File: src/rtl/i2c_codec_target_if.sv
// I2C codec target bus bundle: pin-level SCL/SDA plus the write-commit side channel.
interface i2c_codec_target_if #(
    parameter int unsigned NUM_REGS = 16
);
    localparam int unsigned PtrW = $clog2(NUM_REGS);

    logic            i_scl;
    logic            i_sda;
    logic            o_sda_oe;
    logic            o_wr_valid;
    logic [PtrW-1:0] o_wr_addr;
    logic [7:0]      o_wr_data;
    logic            o_busy;

    // Bus side: drives the wires, observes the target.
    modport master (
        output i_scl, i_sda,
        input  o_sda_oe, o_wr_valid, o_wr_addr, o_wr_data, o_busy
    );

    // Target side.
    modport slave (
        input  i_scl, i_sda,
        output o_sda_oe, o_wr_valid, o_wr_addr, o_wr_data, o_busy
    );
endinterface

File: src/rtl/i2c_codec_target.sv
// I2C target with a small auto-incrementing register file, oversampled on i_clk.
// Optional: define GLITCH_FILTER_EN for a 3-sample majority filter on SCL/SDA.
module i2c_codec_target #(
    parameter logic [6:0]  I2C_ADDR  = 7'h1A,
    parameter int unsigned NUM_REGS  = 16,
    parameter logic [7:0]  RESET_VAL = 8'h00
) (
    input logic              i_clk,
    input logic              i_rst_n,
    i2c_codec_target_if.slave bus
);
    localparam int unsigned PtrW = $clog2(NUM_REGS);

    typedef enum logic [3:0] {
        StIdle, StAddr, StAddrAck, StReg, StRegAck, StWdata, StWdataAck, StRdata, StRdataAck
    } state_e;

    logic [1:0] rst_sync_q;
    logic       rst_n;

    // Reset: asynchronous assert, synchronous release.
    always_ff @(posedge i_clk or negedge i_rst_n) begin
        if (!i_rst_n) rst_sync_q <= 2'b00;
        else          rst_sync_q <= {rst_sync_q[0], 1'b1};
    end
    assign rst_n = rst_sync_q[1];

    logic [1:0] scl_sync_q, sda_sync_q;
    logic       scl_v, sda_v;

    // Two-flop synchronizers; idle bus level is high.
    always_ff @(posedge i_clk or negedge rst_n) begin
        if (!rst_n) begin
            scl_sync_q <= 2'b11;
            sda_sync_q <= 2'b11;
        end else begin
            scl_sync_q <= {scl_sync_q[0], bus.i_scl};
            sda_sync_q <= {sda_sync_q[0], bus.i_sda};
        end
    end

`ifdef GLITCH_FILTER_EN
    function automatic logic maj3(logic a, logic b, logic c);
        return (a & b) | (a & c) | (b & c);
    endfunction

    logic [1:0] scl_hist_q, sda_hist_q;
    logic       scl_filt_q, sda_filt_q;

    // Majority of the last three synchronized samples, registered (+2 cycles, drops 1-cycle pulses).
    always_ff @(posedge i_clk or negedge rst_n) begin
        if (!rst_n) begin
            scl_hist_q <= 2'b11;
            sda_hist_q <= 2'b11;
            scl_filt_q <= 1'b1;
            sda_filt_q <= 1'b1;
        end else begin
            scl_hist_q <= {scl_hist_q[0], scl_sync_q[1]};
            sda_hist_q <= {sda_hist_q[0], sda_sync_q[1]};
            scl_filt_q <= maj3(scl_sync_q[1], scl_hist_q[0], scl_hist_q[1]);
            sda_filt_q <= maj3(sda_sync_q[1], sda_hist_q[0], sda_hist_q[1]);
        end
    end
    assign scl_v = scl_filt_q;
    assign sda_v = sda_filt_q;
`else
    assign scl_v = scl_sync_q[1];
    assign sda_v = sda_sync_q[1];
`endif

    state_e          state_q, state_d;
    logic [7:0]      sh_q, sh_d;
    logic [3:0]      cnt_q, cnt_d;
    logic [PtrW-1:0] ptr_q, ptr_d, ptr_inc;
    logic            oe_q, oe_d, busy_q, busy_d;
    logic            wr_valid_q, wr_valid_d;
    logic [PtrW-1:0] wr_addr_q, wr_addr_d;
    logic [7:0]      wr_data_q, wr_data_d;
    logic [7:0]      regs_q [NUM_REGS];
    logic [7:0]      regs_d [NUM_REGS];
    logic            scl_prev_q, sda_prev_q;
    logic            scl_rise, scl_fall, start_ev, stop_ev;
    logic [7:0]      byte_in, rd_byte;

    assign scl_rise = scl_v & ~scl_prev_q;
    assign scl_fall = ~scl_v & scl_prev_q;
    assign start_ev = sda_prev_q & ~sda_v & scl_v & scl_prev_q;
    assign stop_ev  = ~sda_prev_q & sda_v & scl_v & scl_prev_q;
    assign byte_in  = {sh_q[6:0], sda_v};
    assign ptr_inc  = ptr_q + PtrW'(1);
    assign rd_byte  = regs_q[ptr_q];

    // State and datapath registers.
    always_ff @(posedge i_clk or negedge rst_n) begin
        if (!rst_n) begin
            state_q    <= StIdle;
            sh_q       <= 8'h00;
            cnt_q      <= 4'd0;
            ptr_q      <= '0;
            oe_q       <= 1'b0;
            busy_q     <= 1'b0;
            wr_valid_q <= 1'b0;
            wr_addr_q  <= '0;
            wr_data_q  <= 8'h00;
            scl_prev_q <= 1'b1;
            sda_prev_q <= 1'b1;
            for (int i = 0; i < NUM_REGS; i++) regs_q[i] <= RESET_VAL;
        end else begin
            state_q    <= state_d;
            sh_q       <= sh_d;
            cnt_q      <= cnt_d;
            ptr_q      <= ptr_d;
            oe_q       <= oe_d;
            busy_q     <= busy_d;
            wr_valid_q <= wr_valid_d;
            wr_addr_q  <= wr_addr_d;
            wr_data_q  <= wr_data_d;
            scl_prev_q <= scl_v;
            sda_prev_q <= sda_v;
            for (int i = 0; i < NUM_REGS; i++) regs_q[i] <= regs_d[i];
        end
    end

    // Protocol FSM: bits shift in on SCL rise, SDA drive changes only on SCL fall.
    always_comb begin
        state_d    = state_q;
        sh_d       = sh_q;
        cnt_d      = cnt_q;
        ptr_d      = ptr_q;
        oe_d       = oe_q;
        busy_d     = busy_q;
        wr_valid_d = 1'b0;
        wr_addr_d  = wr_addr_q;
        wr_data_d  = wr_data_q;
        regs_d     = regs_q;

        if (stop_ev) begin
            state_d = StIdle;
            oe_d    = 1'b0;
            busy_d  = 1'b0;
            cnt_d   = 4'd0;
        end else if (start_ev) begin
            state_d = StAddr;
            oe_d    = 1'b0;
            busy_d  = 1'b0;
            cnt_d   = 4'd0;
        end else begin
            unique case (state_q)
                StIdle: ;
                StAddr, StReg, StWdata: begin
                    if (scl_rise) begin
                        sh_d  = byte_in;
                        cnt_d = cnt_q + 4'd1;
                        if (cnt_q == 4'd7) begin
                            cnt_d = 4'd0;
                            if (state_q == StAddr) begin
                                if (byte_in[7:1] == I2C_ADDR) begin
                                    state_d = StAddrAck;
                                    busy_d  = 1'b1;
                                end else begin
                                    state_d = StIdle;
                                end
                            end else if (state_q == StReg) begin
                                ptr_d   = byte_in[PtrW-1:0];
                                state_d = StRegAck;
                            end else begin
                                state_d = StWdataAck;
                            end
                        end
                    end
                end
                // First fall after the byte asserts ACK, the second one ends it.
                StAddrAck, StRegAck, StWdataAck: begin
                    if (scl_fall) begin
                        if (!oe_q) begin
                            oe_d = 1'b1;
                        end else if (state_q == StAddrAck && sh_q[0]) begin
                            state_d = StRdata;
                            sh_d    = rd_byte;
                            oe_d    = ~rd_byte[7];
                            cnt_d   = 4'd0;
                        end else begin
                            oe_d    = 1'b0;
                            cnt_d   = 4'd0;
                            state_d = (state_q == StAddrAck) ? StReg : StWdata;
                            if (state_q == StWdataAck) begin
                                regs_d[ptr_q] = sh_q;
                                wr_valid_d    = 1'b1;
                                wr_addr_d     = ptr_q;
                                wr_data_d     = sh_q;
                                ptr_d         = ptr_inc;
                            end
                        end
                    end
                end
                StRdata: begin
                    if (scl_rise) begin
                        sh_d  = {sh_q[6:0], 1'b0};
                        cnt_d = cnt_q + 4'd1;
                    end else if (scl_fall) begin
                        if (cnt_q == 4'd8) begin
                            oe_d    = 1'b0;
                            cnt_d   = 4'd0;
                            state_d = StRdataAck;
                        end else begin
                            oe_d = ~sh_q[7];
                        end
                    end
                end
                // Byte has been transferred either way; pointer advances past it.
                StRdataAck: begin
                    if (scl_rise) begin
                        ptr_d = ptr_inc;
                        if (!sda_v) begin
                            sh_d    = regs_q[ptr_inc];
                            cnt_d   = 4'd0;
                            state_d = StRdata;
                        end else begin
                            state_d = StIdle;
                        end
                    end
                end
                default: state_d = StIdle;
            endcase
        end
    end

    assign bus.o_sda_oe   = oe_q;
    assign bus.o_wr_valid = wr_valid_q;
    assign bus.o_wr_addr  = wr_addr_q;
    assign bus.o_wr_data  = wr_data_q;
    assign bus.o_busy     = busy_q;
endmodule
File: src/flat_wrapper.sv
// flat-port wrapper written by rule: the top's interface ports become plain ports
module i2c_codec_target_flat 
#(
    parameter logic [6:0]  I2C_ADDR  = 7'h1A,
    parameter int unsigned NUM_REGS  = 16,
    parameter logic [7:0]  RESET_VAL = 8'h00
)
  (i_clk, i_rst_n, bus_i_scl, bus_i_sda, bus_o_sda_oe, bus_o_wr_valid, bus_o_wr_addr, bus_o_wr_data, bus_o_busy);
  i2c_codec_target_if #(.NUM_REGS(NUM_REGS)) bus_i ();
  input logic i_clk;
  input logic i_rst_n;
  input wire logic [$bits(bus_i.i_scl)-1:0] bus_i_scl;
  input wire logic [$bits(bus_i.i_sda)-1:0] bus_i_sda;
  output wire logic [$bits(bus_i.o_sda_oe)-1:0] bus_o_sda_oe;
  output wire logic [$bits(bus_i.o_wr_valid)-1:0] bus_o_wr_valid;
  output wire logic [$bits(bus_i.o_wr_addr)-1:0] bus_o_wr_addr;
  output wire logic [$bits(bus_i.o_wr_data)-1:0] bus_o_wr_data;
  output wire logic [$bits(bus_i.o_busy)-1:0] bus_o_busy;
  assign bus_i.i_scl = bus_i_scl;
  assign bus_i.i_sda = bus_i_sda;
  assign bus_o_sda_oe = bus_i.o_sda_oe;
  assign bus_o_wr_valid = bus_i.o_wr_valid;
  assign bus_o_wr_addr = bus_i.o_wr_addr;
  assign bus_o_wr_data = bus_i.o_wr_data;
  assign bus_o_busy = bus_i.o_busy;
  i2c_codec_target #(.I2C_ADDR(I2C_ADDR), .NUM_REGS(NUM_REGS), .RESET_VAL(RESET_VAL)) u_core (.i_clk(i_clk), .i_rst_n(i_rst_n), .bus(bus_i));
endmodule
File: config.mk
export PLATFORM = sky130hd
export DESIGN_NAME = i2c_codec_target_flat
export DESIGN_NICKNAME = d
export VERILOG_FILES = /design/src/rtl/i2c_codec_target_if.sv /design/src/rtl/i2c_codec_target.sv /design/src/flat_wrapper.sv
export SDC_FILE = /design/constraint.sdc
export NUM_CORES = 1
export LEC_CHECK = 0
export BUFFER_PORTS_ARGS = -buffer_cell sky130_fd_sc_hd__clkbuf_2
export CORE_ASPECT_RATIO = 1.2
export CORE_MARGIN = 10
export CORE_UTILIZATION = 55
export DETAILED_ROUTE_END_ITERATION = 12
export PLACE_DENSITY_LB_ADDON = 0.25
export SYNTH_ARGS = -nofsm -noshare
export SYNTH_HDL_FRONTEND = slang
export SYNTH_SLANG_ARGS = --single-unit
File: constraint.sdc
create_clock -name i_clk -period 12.9 [get_ports i_clk]
set_input_delay 1.29 -clock i_clk [delete_from_list [all_inputs] [get_ports i_clk]]
set_output_delay 1.29 -clock i_clk [all_outputs]
set_load 0.005 [all_outputs]
# Word level (Yosys, flattened, before mapping)
# Index checks and enable logic that the tools add are counted.
# totals
regBits,171
out_inout_bits,15
word_cells,189
# op_classes
n_addsub,2
order_cmp,3
eq_ne,35
muxes,79
n_bitwise,19
n_reduce_logical,21
# op_table
cell,n
bitwise mux 128 bit,1
2-to-1 mux 4 bit,32
2-to-1 mux 8 bit,12
binary-select mux 8 bit (select 4 bit),2
demux 8 bit (select 4 bit),1
case mux 8 bit (4 select lines),1
inequality test 4 x 1 -> 1 bit (second input constant),7
2-to-1 mux 1 bit,22
== test 4 x 3 -> 1 bit (second input constant),5
case mux 4 bit (5 select lines),1
inequality test 2 x 1 -> 1 bit (second input constant),9
nonzero test 3 bit,6
case mux 4 bit (4 select lines),1
case mux 4 bit (3 select lines),1
AND reduction 12 bit,1
greater-or-equal comparator 5 bit (second input constant),2
inequality test 5 x 1 -> 1 bit (second input constant),2
NOT 4 -> 5 bit,2
AND reduction 10 bit,1
NOT 1 bit,9
AND reduction 9 bit,1
adder 4 x 1 -> 4 bit (second input constant),2
AND 1 bit,8
== test 4 x 2 -> 1 bit (second input constant),2
other kinds (19),28

# Depth between registers and ports, before layout
# logic_depth
depth_word,11
depth_mapped,12
ltp_nobuf,8

# Worst setup path after synthesis
# Ideal clock, no wire load.
# synth_timing
path_kind,register to register
start,reg u_core.ptr_q[0]
end,reg u_core.sh_q[1]
arrival_ns,2.848
required_ns,12.768
setup_slack_ns,9.921
stages_incl_launch_ff,13
period_less_slack_ns,2.979
path_cell_list,dfrtp_1 -> buf_2 -> buf_2 -> buf_2 -> inv_2 -> ha_1 -> buf_4 -> buf_2 -> buf_1 -> mux4_2 -> mux2i_1 -> o22a_1 -> a31oi_1
# synth_via
elab_chain_len,8
word_cells_on_any_way,15
# synth_rtl
item,line_no,rtl
"start, declared",i2c_codec_target.sv:74,"logic [PtrW-1:0] ptr_q, ptr_d, ptr_inc;"
"start signal, assigned",i2c_codec_target.sv:112,ptr_q <= ptr_d;
adder 4 x 1 -> 4 bit / NOT 4 -> 5 bit (equally long branches),"i2c_codec_target.sv:90, i2c_codec_target.sv:91",
NOT 4 -> 5 bit (not written as such) / binary-select mux 8 bit (select 4 bit) (equally long branches),"i2c_codec_target.sv:215, i2c_codec_target.sv:91",
binary-select mux 8 bit (select 4 bit) / 2-to-1 mux 8 bit (equally long branches),"i2c_codec_target.sv:215, i2c_codec_target.sv:91",
"2-to-1 mux 8 bit, on equally long branches","i2c_codec_target.sv:215, i2c_codec_target.sv:91",
"2-to-1 mux 8 bit, on equally long branches","i2c_codec_target.sv:215, i2c_codec_target.sv:177",
"2-to-1 mux 8 bit, on equally long branches","i2c_codec_target.sv:214, i2c_codec_target.sv:175",
"2-to-1 mux 8 bit, on equally long branches","i2c_codec_target.sv:212, i2c_codec_target.sv:174",
case mux 8 bit (4 select lines) (*),i2c_codec_target.sv:148,unique case (state_q)
"end signal, assigned",i2c_codec_target.sv:97,sh_q <= 8'h00;
"end signal, assigned",i2c_codec_target.sv:110,sh_q <= sh_d;
"end, declared",i2c_codec_target.sv:72,"logic [7:0] sh_q, sh_d;"
# Mark *: on every way between the ends. The rest lies on a longest branch, timed or not. The select of a mux whose other input is x is not followed.
# A chain may end at the register's enable or synchronous reset.

# Final worst setup path
# layout_timing
start,reg u_core.ptr_q[0]
end,reg u_core.sh_q[2]
# The elaborated chain is that of the path after synthesis.

==> impl_metrics.yaml <==
pwr:
  p_leak_uw: 0.00465
  ir_worst_vdd_mv: 0.0874
  power.density_nw_per_um2: 120
critical_path:
  required_ps: 13200
  cpMaxStageDelayCell: "ha_2"
  slowest_delay_ps: 1110
  cp_max_fo: 35
  r2r_slack_ps: 8910
  timing.rr.start: "u_core.ptr_q[0]"
  start_kind: "flip-flop"
  reg2regPathDepth: 8
  crit_type: "reg -> reg"
  end_kind: "flip-flop"
  rr_endpoint: "u_core.sh_q[2]"
  crit_arrival_ps: 4300
  crit_chain: "buf_4, inv_2, ha_2, mux4_2, mux2i_1, nor2_1, a211oi_1, a31oi_1"
synthesis:
  syn_nets: 673
  synth_ff_type: "dfrtp_1"
  synth_edf_count: 0
  synth_warnings: 0
  ys_seq_elements: 171
  synthArstFlopShare: 1.00
  netlist_instances: 663
  synth_cell_types: 65
  yosysSeqAreaShare: 0.458
  avgSynthCellArea_um2: 14.1
  syn_area_um2: 9370
cts:
  clk_path_buf_depth: 2
  h-tree-depth: 4
  cts.repair.resized: 0
  ctsRootBufferMaster: "clkbuf_16"
  cts_setup_buffers: 0
  cts_sinks: 171
  cts_tree: "done"
  clk_pin_slew_worst_paths_ps: 70
  cts_buffers: 17
  clk_latency_ps: 430
  postCtsHoldBufs: 0
timing:
  period_share: 0.310
  clock_skew_ps: 10.6
  relSlewSlack: 0.298
  tightestPinTransition_ps: 1050
  rsz0062_at_grt: "no"
  hold_viol: 0
  finalMaxSlewViolations: 0
  timing.fmax_mhz: 250
  setup_violations: 0
  worst_slack_ps: 8910
  min_period_ps: 3990
  fin_setup_tns_ps: 0
drt:
  dr.max_layer_used: "met4"
  drt_iter0_drc: 631
  met2_length_um: 11900
  avgRoutedWirePerCell_um: 26.8
  routed_wl_um: 23800
  via_count: 6153
  firstDrtPassIters: 7
  viasPerCell: 6.92
  route.detailed.drc: 0
  wl_met3_um: 1390
  ant_nets: 0
  wl_met1_um: 9370
final_layout:
  final_cell_mix: "dfrtp_1 (163), mux2_2 (139), mux4_2 (65)"
  area_growth_syn_to_layout_pct: 8.82
  final_layout_size_suffix_gt1_frac: 0.447
  final_common_cell: "dfrtp_1"
  fillers: 1268
  antenna_cells: 0
  final_core_util: 0.607
  multiInputGateArea_um2: 4810
  nets: 670
  seq_area_um2: 4290
global_route:
  grt_overflow: 0
  first_global_vias: 6319
  antenna_found_initial: 0
  grt_usage: 0.212
  grt_first_pass_wirelength_um: 37300
  grt_max_degree: 85
die:
  die_area_um2: 22700
  die_w_um: 139
  die_h_um: 163
  start_util: 0.558
  core-area_um2: 16800
  rows: 52
  io_pins: 19
placement:
  dpl.hpwl_um: 14900
  portBuffers: 18
  gp_routability_congestion: 0.825
  place_ws_ps: 8890
flow_run:
  max-cap-violations: 0
outcome:
  status: "finished, final reports clean"
min_path:
  hp-class: "reg -> async"
==> power by group <==
group | switching (uW) | internal [uW]
combinational | 29.8 | 27.2
clock | 228 | 308
sequential | 77.9 | 552
total | 336 | 887
==> Yosys cell counts (all sizes together), types with 5 or more instances <==
library cell,count,area [um^2]
a31oi,10,68.8
inv,9,33.8
o22a,6,52.6
nand3,21,260
mux2,142,1600
nand3b,5,37.5
nor3,5,25.0
nand4,5,91.3
clkbuf,20,75.1
mux4,65,1460
buf,30,164
dfstp,6,158
mux2i,27,270
o21ai,15,75.1
nor2b,7,43.8
ha,6,75.1
nand2,16,62.6
dfrtp,165,4130
a211oi,6,45.0
a21oi,10,57.6
a22o,7,61.3
nor2,33,124
==> worst max-delay path by stage <==
stage | from | to | slack (ps) | depth (start not counted)
2_1_floorplan | u_core.rst_sync_q[1] | u_core.bus.o_busy | 7790 | 0
3_3_place_gp | u_core.ptr_q[0] | u_core.sh_q[1] | 8960 | 8
3_5_place_dp | u_core.ptr_q[0] | u_core.sh_q[4] | 8890 | 8
4_1_cts | u_core.ptr_q[0] | u_core.sh_q[2] | 8850 | 8
5_1_grt | u_core.ptr_q[0] | u_core.sh_q[2] | 8590 | 8
6_report | u_core.ptr_q[0] | u_core.sh_q[2] | 8910 | 8
==> critical path: cells and delay by family, from the launching register on <==
family | cells | cell delay (ps)
simple gates | 1 | 60
fa+ha+maj | 1 | 1110
flops | 1 | 680
buf+inv | 2 | 850
compound gates | 2 | 390
mux | 2 | 750
==> layout make-up <==
type	count	area share
repair buffers	28	0.0162
flip-flops and latches	171	0.421
inverters	10	0.00368
clock inverters	15	0.0185
clock buffers	17	0.0417
well taps	216	0.0265
multi-input cells	432	0.472
==> per-layer routing <==
layer  GRT usage  vias to the layer above
li1            -                     2558
met1       0.260                     3231
met2       0.347                      288
met3      0.0429                       76
met4       0.113                        0
met5           0                        -
==> logic make-up after synthesis <==
family,synth area share
compound gates,0.0602
other cells,0.000400
mux,0.356
flops,0.458
buf+inv,0.0295
fa+ha+maj,0.00801
xor+xnor,0.00374
simple gates,0.0846
==> stage by stage <==
| stage | cells | total power, uW | hold slack (ps) | instance area [um^2] |
|---|---|---|---|---|
| 5_1_grt | 889 | 1270 | 248 | 10200 |
| 3_3_place_gp | 857 | 690 | 220 | 9580 |
| 6_report | 889 | 1220 | 222 | 10200 |
| 3_5_place_dp | 857 | 697 | 231 | 9580 |
| 4_1_cts | 889 | 1230 | 230 | 10200 |
| 2_1_floorplan | 663 | 665 | 331 | 9370 |
==> sequential cells by signal (all words and copies together) (netlist names) <==
signal and cells:
u_core.bus.o_busy 1, u_core.bus.o_sda_oe 1, u_core.bus.o_wr_addr 4, u_core.bus.o_wr_data 8
u_core.bus.o_wr_valid 1, u_core.cnt_q 4, u_core.ptr_q 4, u_core.regs_q 128
u_core.rst_sync_q 2, u_core.scl_prev_q 1, u_core.scl_sync_q 2, u_core.sda_prev_q 1
u_core.sda_sync_q 2, u_core.sh_q 8, u_core.state_q 4
No activity file was read; power rests on OpenSTA's default activity.
